$ cat src/rtl/cla_pipe_adder_pkg.sv
// rtl/cla_pipe_adder_pkg.sv - shared opcodes and lookahead helpers for cla_pipe_adder
//
// Purpose: operation encodings, group-count helper and the flat carry-lookahead
//          sum-of-products function used by both lookahead levels.
// Ports:   none (package)

package cla_pipe_adder_pkg;

   localparam logic OP_ADD = 1'b0;
   localparam logic OP_SUB = 1'b1;

   // Widest propagate/generate vector the lookahead function accepts; bounds both
   // GROUP and the number of groups.
   localparam int LA_MAX = 64;

   function automatic int grp_count(input int width, input int group);
      return width / group;
   endfunction

   // Carry out of the lowest n positions, written as an explicit sum of products:
   //   c_in & p[n-1..0]  |  OR_j ( g[j] & p[n-1..j+1] )
   // With n a constant at every call site this folds to a two-level network, so no
   // carry ripples through the positions. n = 0 returns c_in unchanged.
   function automatic logic la_carry(
      input logic [LA_MAX-1:0] p,
      input logic [LA_MAX-1:0] g,
      input logic              c_in,
      input int                n
   );
      logic carry;
      logic term;
      carry = c_in;
      for (int k = 0; k < n; k++) begin
         carry = carry & p[k];
      end
      for (int j = 0; j < n; j++) begin
         term = g[j];
         for (int k = j + 1; k < n; k++) begin
            term = term & p[k];
         end
         carry = carry | term;
      end
      return carry;
   endfunction

endpackage

$ cat src/rtl/cla_group.sv
// rtl/cla_group.sv - first-level carry-lookahead group
//
// Purpose: one GROUP-bit CLA slice. Produces the group propagate/generate and, given
//          the carry into the group, the local carries and sum bits.
// Ports:
//   i_p     in   GROUP  bit propagates (a ^ b_eff)
//   i_g     in   GROUP  bit generates  (a & b_eff)
//   i_c_in  in   1      carry into bit 0 of the group
//   o_gp    out  1      group propagate
//   o_gg    out  1      group generate
//   o_c     out  GROUP  carry into each bit of the group
//   o_s     out  GROUP  sum bits

module cla_group
   import cla_pipe_adder_pkg::*;
#(
   parameter int GROUP = 4
) (
   input  logic [GROUP-1:0] i_p,
   input  logic [GROUP-1:0] i_g,
   input  logic             i_c_in,
   output logic             o_gp,
   output logic             o_gg,
   output logic [GROUP-1:0] o_c,
   output logic [GROUP-1:0] o_s
);

   always_comb begin
      o_gp = &i_p;
      // Group generate is the carry out of the group with a zero carry in.
      o_gg = la_carry(LA_MAX'(i_p), LA_MAX'(i_g), 1'b0, GROUP);
      o_c  = '0;
      for (int i = 0; i < GROUP; i++) begin
         o_c[i] = la_carry(LA_MAX'(i_p), LA_MAX'(i_g), i_c_in, i);
      end
      o_s = i_p ^ o_c;
   end

endmodule

$ cat src/rtl/cla_pipe_adder.sv
// rtl/cla_pipe_adder.sv - pipelined two-level carry-lookahead adder/subtractor
//
// Purpose: WIDTH-bit add/subtract built from GROUP-bit CLA slices and a flat
//          group-level lookahead, with valid/ready on both sides and full
//          back-pressure. PIPE=2 registers after group P/G, PIPE=1 only at the output.
// Ports:
//   clk        in   1      rising-edge clock
//   rst_n      in   1      synchronous reset, active low
//   in_valid   in   1      operand beat valid
//   in_ready   out  1      beat accepted this cycle when in_valid is also high
//   a, b       in   WIDTH  operands
//   cin        in   1      carry in (ignored when sub=1)
//   sub        in   1      0: a+b+cin, 1: a-b
//   out_valid  out  1      result valid
//   out_ready  in   1      downstream accepts result
//   sum        out  WIDTH  result modulo 2^WIDTH
//   cout       out  1      carry out of MSB (sub: 1 = no borrow)
//   ovf        out  1      two's-complement overflow
//   zero       out  1      sum == 0

module cla_pipe_adder
   import cla_pipe_adder_pkg::*;
#(
   parameter int WIDTH = 32,
   parameter int GROUP = 4,
   parameter int PIPE  = 2
) (
   input  logic             clk,
   input  logic             rst_n,
   input  logic             in_valid,
   output logic             in_ready,
   input  logic [WIDTH-1:0] a,
   input  logic [WIDTH-1:0] b,
   input  logic             cin,
   input  logic             sub,
   output logic             out_valid,
   input  logic             out_ready,
   output logic [WIDTH-1:0] sum,
   output logic             cout,
   output logic             ovf,
   output logic             zero
);

   localparam int NG = grp_count(WIDTH, GROUP);

   generate
      if ((WIDTH % GROUP) != 0 || (PIPE != 1 && PIPE != 2) ||
          GROUP > LA_MAX || NG > LA_MAX) begin : g_param_check
         $error("cla_pipe_adder: WIDTH must be a multiple of GROUP and PIPE must be 1 or 2");
      end
   endgenerate

   // Whole pipeline moves as one: it advances whenever the output slot is empty or
   // being drained this cycle.
   logic w_adv;
   assign w_adv    = ~out_valid | out_ready;
   assign in_ready = w_adv;

   // ---------------- stage 0: operand prep and group P/G ----------------
   logic [WIDTH-1:0] w_b_eff;
   logic [WIDTH-1:0] w_p;
   logic [WIDTH-1:0] w_g;
   logic             w_c0;
   logic [NG-1:0]    w_gp;
   logic [NG-1:0]    w_gg;

   always_comb begin
      w_b_eff = (sub == OP_SUB) ? ~b : b;
      w_c0    = (sub == OP_ADD) ? cin : 1'b1;
      w_p     = a ^ w_b_eff;
      w_g     = a & w_b_eff;
   end

   always_comb begin
      w_gp = '0;
      w_gg = '0;
      for (int k = 0; k < NG; k++) begin
         w_gp[k] = &w_p[k*GROUP +: GROUP];
         w_gg[k] = la_carry(LA_MAX'(w_p[k*GROUP +: GROUP]),
                            LA_MAX'(w_g[k*GROUP +: GROUP]), 1'b0, GROUP);
      end
   end

   // ---------------- optional stage-1 register ----------------
   logic [WIDTH-1:0] w_x_p;
   logic [WIDTH-1:0] w_x_g;
   logic [NG-1:0]    w_x_gp;
   logic [NG-1:0]    w_x_gg;
   logic             w_x_c0;
   logic             w_x_a_msb;
   logic             w_x_b_msb;
   logic             w_x_valid;

   generate
      if (PIPE == 2) begin : g_stage1
         logic [WIDTH-1:0] r_s1_p;
         logic [WIDTH-1:0] r_s1_g;
         logic [NG-1:0]    r_s1_gp;
         logic [NG-1:0]    r_s1_gg;
         logic             r_s1_c0;
         logic             r_s1_a_msb;
         logic             r_s1_b_msb;
         logic             r_s1_valid;

         always_ff @(posedge clk) begin
            if (!rst_n) begin
               r_s1_valid <= 1'b0;
            end else if (w_adv) begin
               r_s1_valid <= in_valid;
            end
         end

         // Only operand MSBs travel on; the rest of a/b_eff is already folded into p/g.
         always_ff @(posedge clk) begin
            if (w_adv && in_valid) begin
               r_s1_p     <= w_p;
               r_s1_g     <= w_g;
               r_s1_gp    <= w_gp;
               r_s1_gg    <= w_gg;
               r_s1_c0    <= w_c0;
               r_s1_a_msb <= a[WIDTH-1];
               r_s1_b_msb <= w_b_eff[WIDTH-1];
            end
         end

         assign w_x_p     = r_s1_p;
         assign w_x_g     = r_s1_g;
         assign w_x_gp    = r_s1_gp;
         assign w_x_gg    = r_s1_gg;
         assign w_x_c0    = r_s1_c0;
         assign w_x_a_msb = r_s1_a_msb;
         assign w_x_b_msb = r_s1_b_msb;
         assign w_x_valid = r_s1_valid;
      end else begin : g_no_stage1
         assign w_x_p     = w_p;
         assign w_x_g     = w_g;
         assign w_x_gp    = w_gp;
         assign w_x_gg    = w_gg;
         assign w_x_c0    = w_c0;
         assign w_x_a_msb = a[WIDTH-1];
         assign w_x_b_msb = w_b_eff[WIDTH-1];
         assign w_x_valid = in_valid;
      end
   endgenerate

   // ---------------- stage 2: group lookahead, sums, flags ----------------
   // w_gc[k] is the carry into group k; w_gc[NG] is the carry out of the MSB.
   logic [NG:0] w_gc;

   always_comb begin
      w_gc = '0;
      for (int k = 0; k <= NG; k++) begin
         w_gc[k] = la_carry(LA_MAX'(w_x_gp), LA_MAX'(w_x_gg), w_x_c0, k);
      end
   end

   logic [WIDTH-1:0] w_sum;
   logic [NG-1:0]    w_grp_gp_unused;
   logic [NG-1:0]    w_grp_gg_unused;
   logic [WIDTH-1:0] w_grp_c_unused;

   // The slices recompute their own P/G; the lookahead uses the copy registered in
   // stage 1, so those outputs are left dangling here.
   generate
      for (genvar k = 0; k < NG; k++) begin : g_grp
         cla_group #(.GROUP(GROUP)) u_grp (
            .i_p    (w_x_p[k*GROUP +: GROUP]),
            .i_g    (w_x_g[k*GROUP +: GROUP]),
            .i_c_in (w_gc[k]),
            .o_gp   (w_grp_gp_unused[k]),
            .o_gg   (w_grp_gg_unused[k]),
            .o_c    (w_grp_c_unused[k*GROUP +: GROUP]),
            .o_s    (w_sum[k*GROUP +: GROUP])
         );
      end
   endgenerate

   logic w_ovf;
   assign w_ovf = (w_x_a_msb == w_x_b_msb) & (w_sum[WIDTH-1] != w_x_a_msb);

   // ---------------- output register ----------------
   logic             r_out_valid;
   logic [WIDTH-1:0] r_sum;
   logic             r_cout;
   logic             r_ovf;
   logic             r_zero;

   always_ff @(posedge clk) begin
      if (!rst_n) begin
         r_out_valid <= 1'b0;
         r_sum       <= '0;
         r_cout      <= 1'b0;
         r_ovf       <= 1'b0;
         r_zero      <= 1'b0;
      end else if (w_adv) begin
         r_out_valid <= w_x_valid;
         // Data only moves with a real beat, so a bubble leaves the last result in place.
         if (w_x_valid) begin
            r_sum  <= w_sum;
            r_cout <= w_gc[NG];
            r_ovf  <= w_ovf;
            r_zero <= (w_sum == '0);
         end
      end
   end

   assign out_valid = r_out_valid;
   assign sum       = r_sum;
   assign cout      = r_cout;
   assign ovf       = r_ovf;
   assign zero      = r_zero;

endmodule
$ cat config.mk
export PLATFORM = sky130hd
export DESIGN_NAME = cla_pipe_adder
export DESIGN_NICKNAME = d
export VERILOG_FILES = /design/src/rtl/cla_pipe_adder_pkg.sv /design/src/rtl/cla_group.sv /design/src/rtl/cla_pipe_adder.sv
export SDC_FILE = /design/constraint.sdc
export NUM_CORES = 1
export LEC_CHECK = 0
export CORE_UTILIZATION = 57
export DETAILED_ROUTE_END_ITERATION = 7
export PLACE_DENSITY_LB_ADDON = 0.08
export SETUP_SLACK_MARGIN = 0.4
export SLEW_MARGIN = 10
export SYNTH_ARGS = -nofsm -noshare
export SYNTH_HDL_FRONTEND = slang
export SYNTH_HIERARCHICAL = 1
export SYNTH_SLANG_ARGS = --single-unit
export TNS_END_PERCENT = 1
$ cat constraint.sdc
create_clock -name clk -period 5.1 [get_ports clk]
set_input_delay 0.765 -clock clk [delete_from_list [all_inputs] [get_ports clk]]
set_output_delay 0.765 -clock clk [all_outputs]
set_load 0.01 [all_outputs]
==> impl_metrics.tcl <==
set metrics [dict create \
    synth.avg_cell_area_um2 12.1 \
    final.setup.tns_ns 0 \
    setup_violations 0 \
    grt_pass1_vias 3610 \
    cts_setup_buffers 0 \
    htreeDepth 3 \
    outcome "complete, no violations" \
    routedWlPerCell_um 15.7 \
    cap_violations 0 \
    path_clk_slew_ns 0.09 \
    drc 0 \
    num-nets-final 657 \
    die_area_um2 9790 \
    r2r_cells 12 \
    post-route-period-util_pct 56.1 \
    nFillCells 647 \
    hold_viol 0 \
    overflow 0 \
    ir_worst_vdd_v 0.000228 \
    layout_commonest_cell "clkdlybuf4s50_1" \
    cp-start-kind "flop" \
    syn_to_final_growth_pct 24.7 \
    place_hpwl_mm 7.82 \
    arrival_ns 3.15 \
    critPathSlowestCell "edfxtp_1" \
    yosysWarnings 6 \
    num_vias 3625 \
    dr.pass1.iters 4 \
    syn_nets 552 \
    tightest_slew_ns 1.10 \
    grt_usage_pct 22.2 \
    synth_area_um2 5360 \
    fin_crit_ns 2.86 \
    fin_util_pct 73.0 \
    viasPerCell 5.48 \
    grt_pass1_wl_mm 16.7 \
    min_path_cells 2 \
    core_area_um2 9150 \
    drive_gt1_share_pct 5.81 \
    final_antenna_net_count 0 \
    die_w_um 99.0 \
    max_freq_ghz 0.349 \
    antenna_found_initial 0 \
    cts_resized 0 \
    numClockSinks 112 \
    drt-initial-drc-count 104 \
    slew_headroom_pct 26.6 \
    io_buffers 106 \
    fin_worst_skew_ns 0.0135 \
    wirelength_mm 10.4 \
    rsz0062_at_grt "no" \
    grt_max_degree 46 \
    worst_path_largest_cell_delay_ns 0.44 \
    path_cells "o21ai_0, o21ai_1, and2_2, ha_1, or2_4, a21o_1, xor2_1, nor4_1, nand4_1, nor3_1, a21oi_1, nor2b_1" \
    total_leakage_power_nw 2.55 \
    gp_congestion 0.800 \
    start_util_pct 58.6 \
    cts_tree "yes" \
    layout.area.seq_um2 2990 \
    slew_violations 0 \
    p_per_area_nw_per_um2 308 \
    rows 35 \
    cp-end-kind "flop" \
    final_cell_mix "clkdlybuf4s50_1 (105), edfxtp_1 (75), nand2_1 (74)" \
    path_class "reg -> reg" \
    syn_inst 442 \
    crit_required_ns 5.39 \
    antenna_cells 0 \
    clk_path_buf_depth 2 \
    cp_max_fo 3 \
    clockRootBuffer "clkbuf_8" \
    multi_input_area_um2 2270 \
    io_pins 107 \
    die_h_um 99.0 \
    numCtsBuffers 9 \
    holdBufCountCts 0 \
    hold_class "reg -> reg" \
    clk_latency_ns 0.36 \
]
## state kept, by name, summed over array words and instances (netlist names)
name / flops
g_stage1.r_s1_p: 32
ovf: 1
g_stage1.r_s1_gp: 8
cout: 1
g_stage1.r_s1_c0: 1
zero: 1
g_stage1.r_s1_g: 24
g_stage1.r_s1_valid: 1
g_stage1.r_s1_gg: 8
g_stage1.r_s1_b_msb: 1
out_valid: 1
sum: 32
g_stage1.r_s1_a_msb: 1
## cell type report
type	count	share of cell area, %
clock buffers	12	2.34
clock inverters	3	0.618
inverters	1	0.0562
multi-input cells	314	34.0
flip-flops and latches	112	44.8
well taps	111	2.08
repair buffers	109	16.1
## power breakdown
part / total (mW) / internal (mW) / switching, mW
Clock: 0.530 / 0.254 / 0.277
Sequential: 1.12 / 1.07 / 0.0483
Combinational: 0.413 / 0.211 / 0.202
Total: 2.06 / 1.53 / 0.527
## worst paths after layout
path,end,from,slack [ns]
max,zero,g_stage1.r_s1_gg[1],2.24
min,sum[2],sum[2],0.47
max reg2reg,zero,g_stage1.r_s1_gg[1],2.24
min reg2reg,sum[2],sum[2],0.47
## layer usage
layer  vias up  share of wire, %  GRT usage, %
met2        97                52          40.0
li1       1790                 -             -
met5         -                 0             0
met4         0               2.0          10.3
met3        15               3.8          3.05
met1      1723                42          26.4
## through the flow
| stage | instance area, µm² | cells | setup WS, ns | hold slack [ns] | power, mW |
|---|---|---|---|---|---|
| floorplan | 5360 | 442 | 1.95 | 0.476 | 1.37 |
| global placement | 6490 | 647 | 2.19 | 0.453 | 1.53 |
| detailed placement | 6490 | 647 | 2.14 | 0.462 | 1.55 |
| CTS | 6680 | 662 | 2.19 | 0.475 | 2.07 |
| global route | 6680 | 662 | 1.94 | 0.499 | 2.16 |
| finish | 6680 | 662 | 2.24 | 0.470 | 2.06 |
## worst max-delay path, delay by kind of cell, from the launching register on
family                     cells  cell delay, ns
and+or+nand+nor                6            1.28
AOI/OAI and AO/OA              4            0.74
DFF                            1            0.44
adders and majority gates      1            0.20
xor gates and xnor gates       1            0.16
Note: power is estimated with default switching activity, not from simulation.
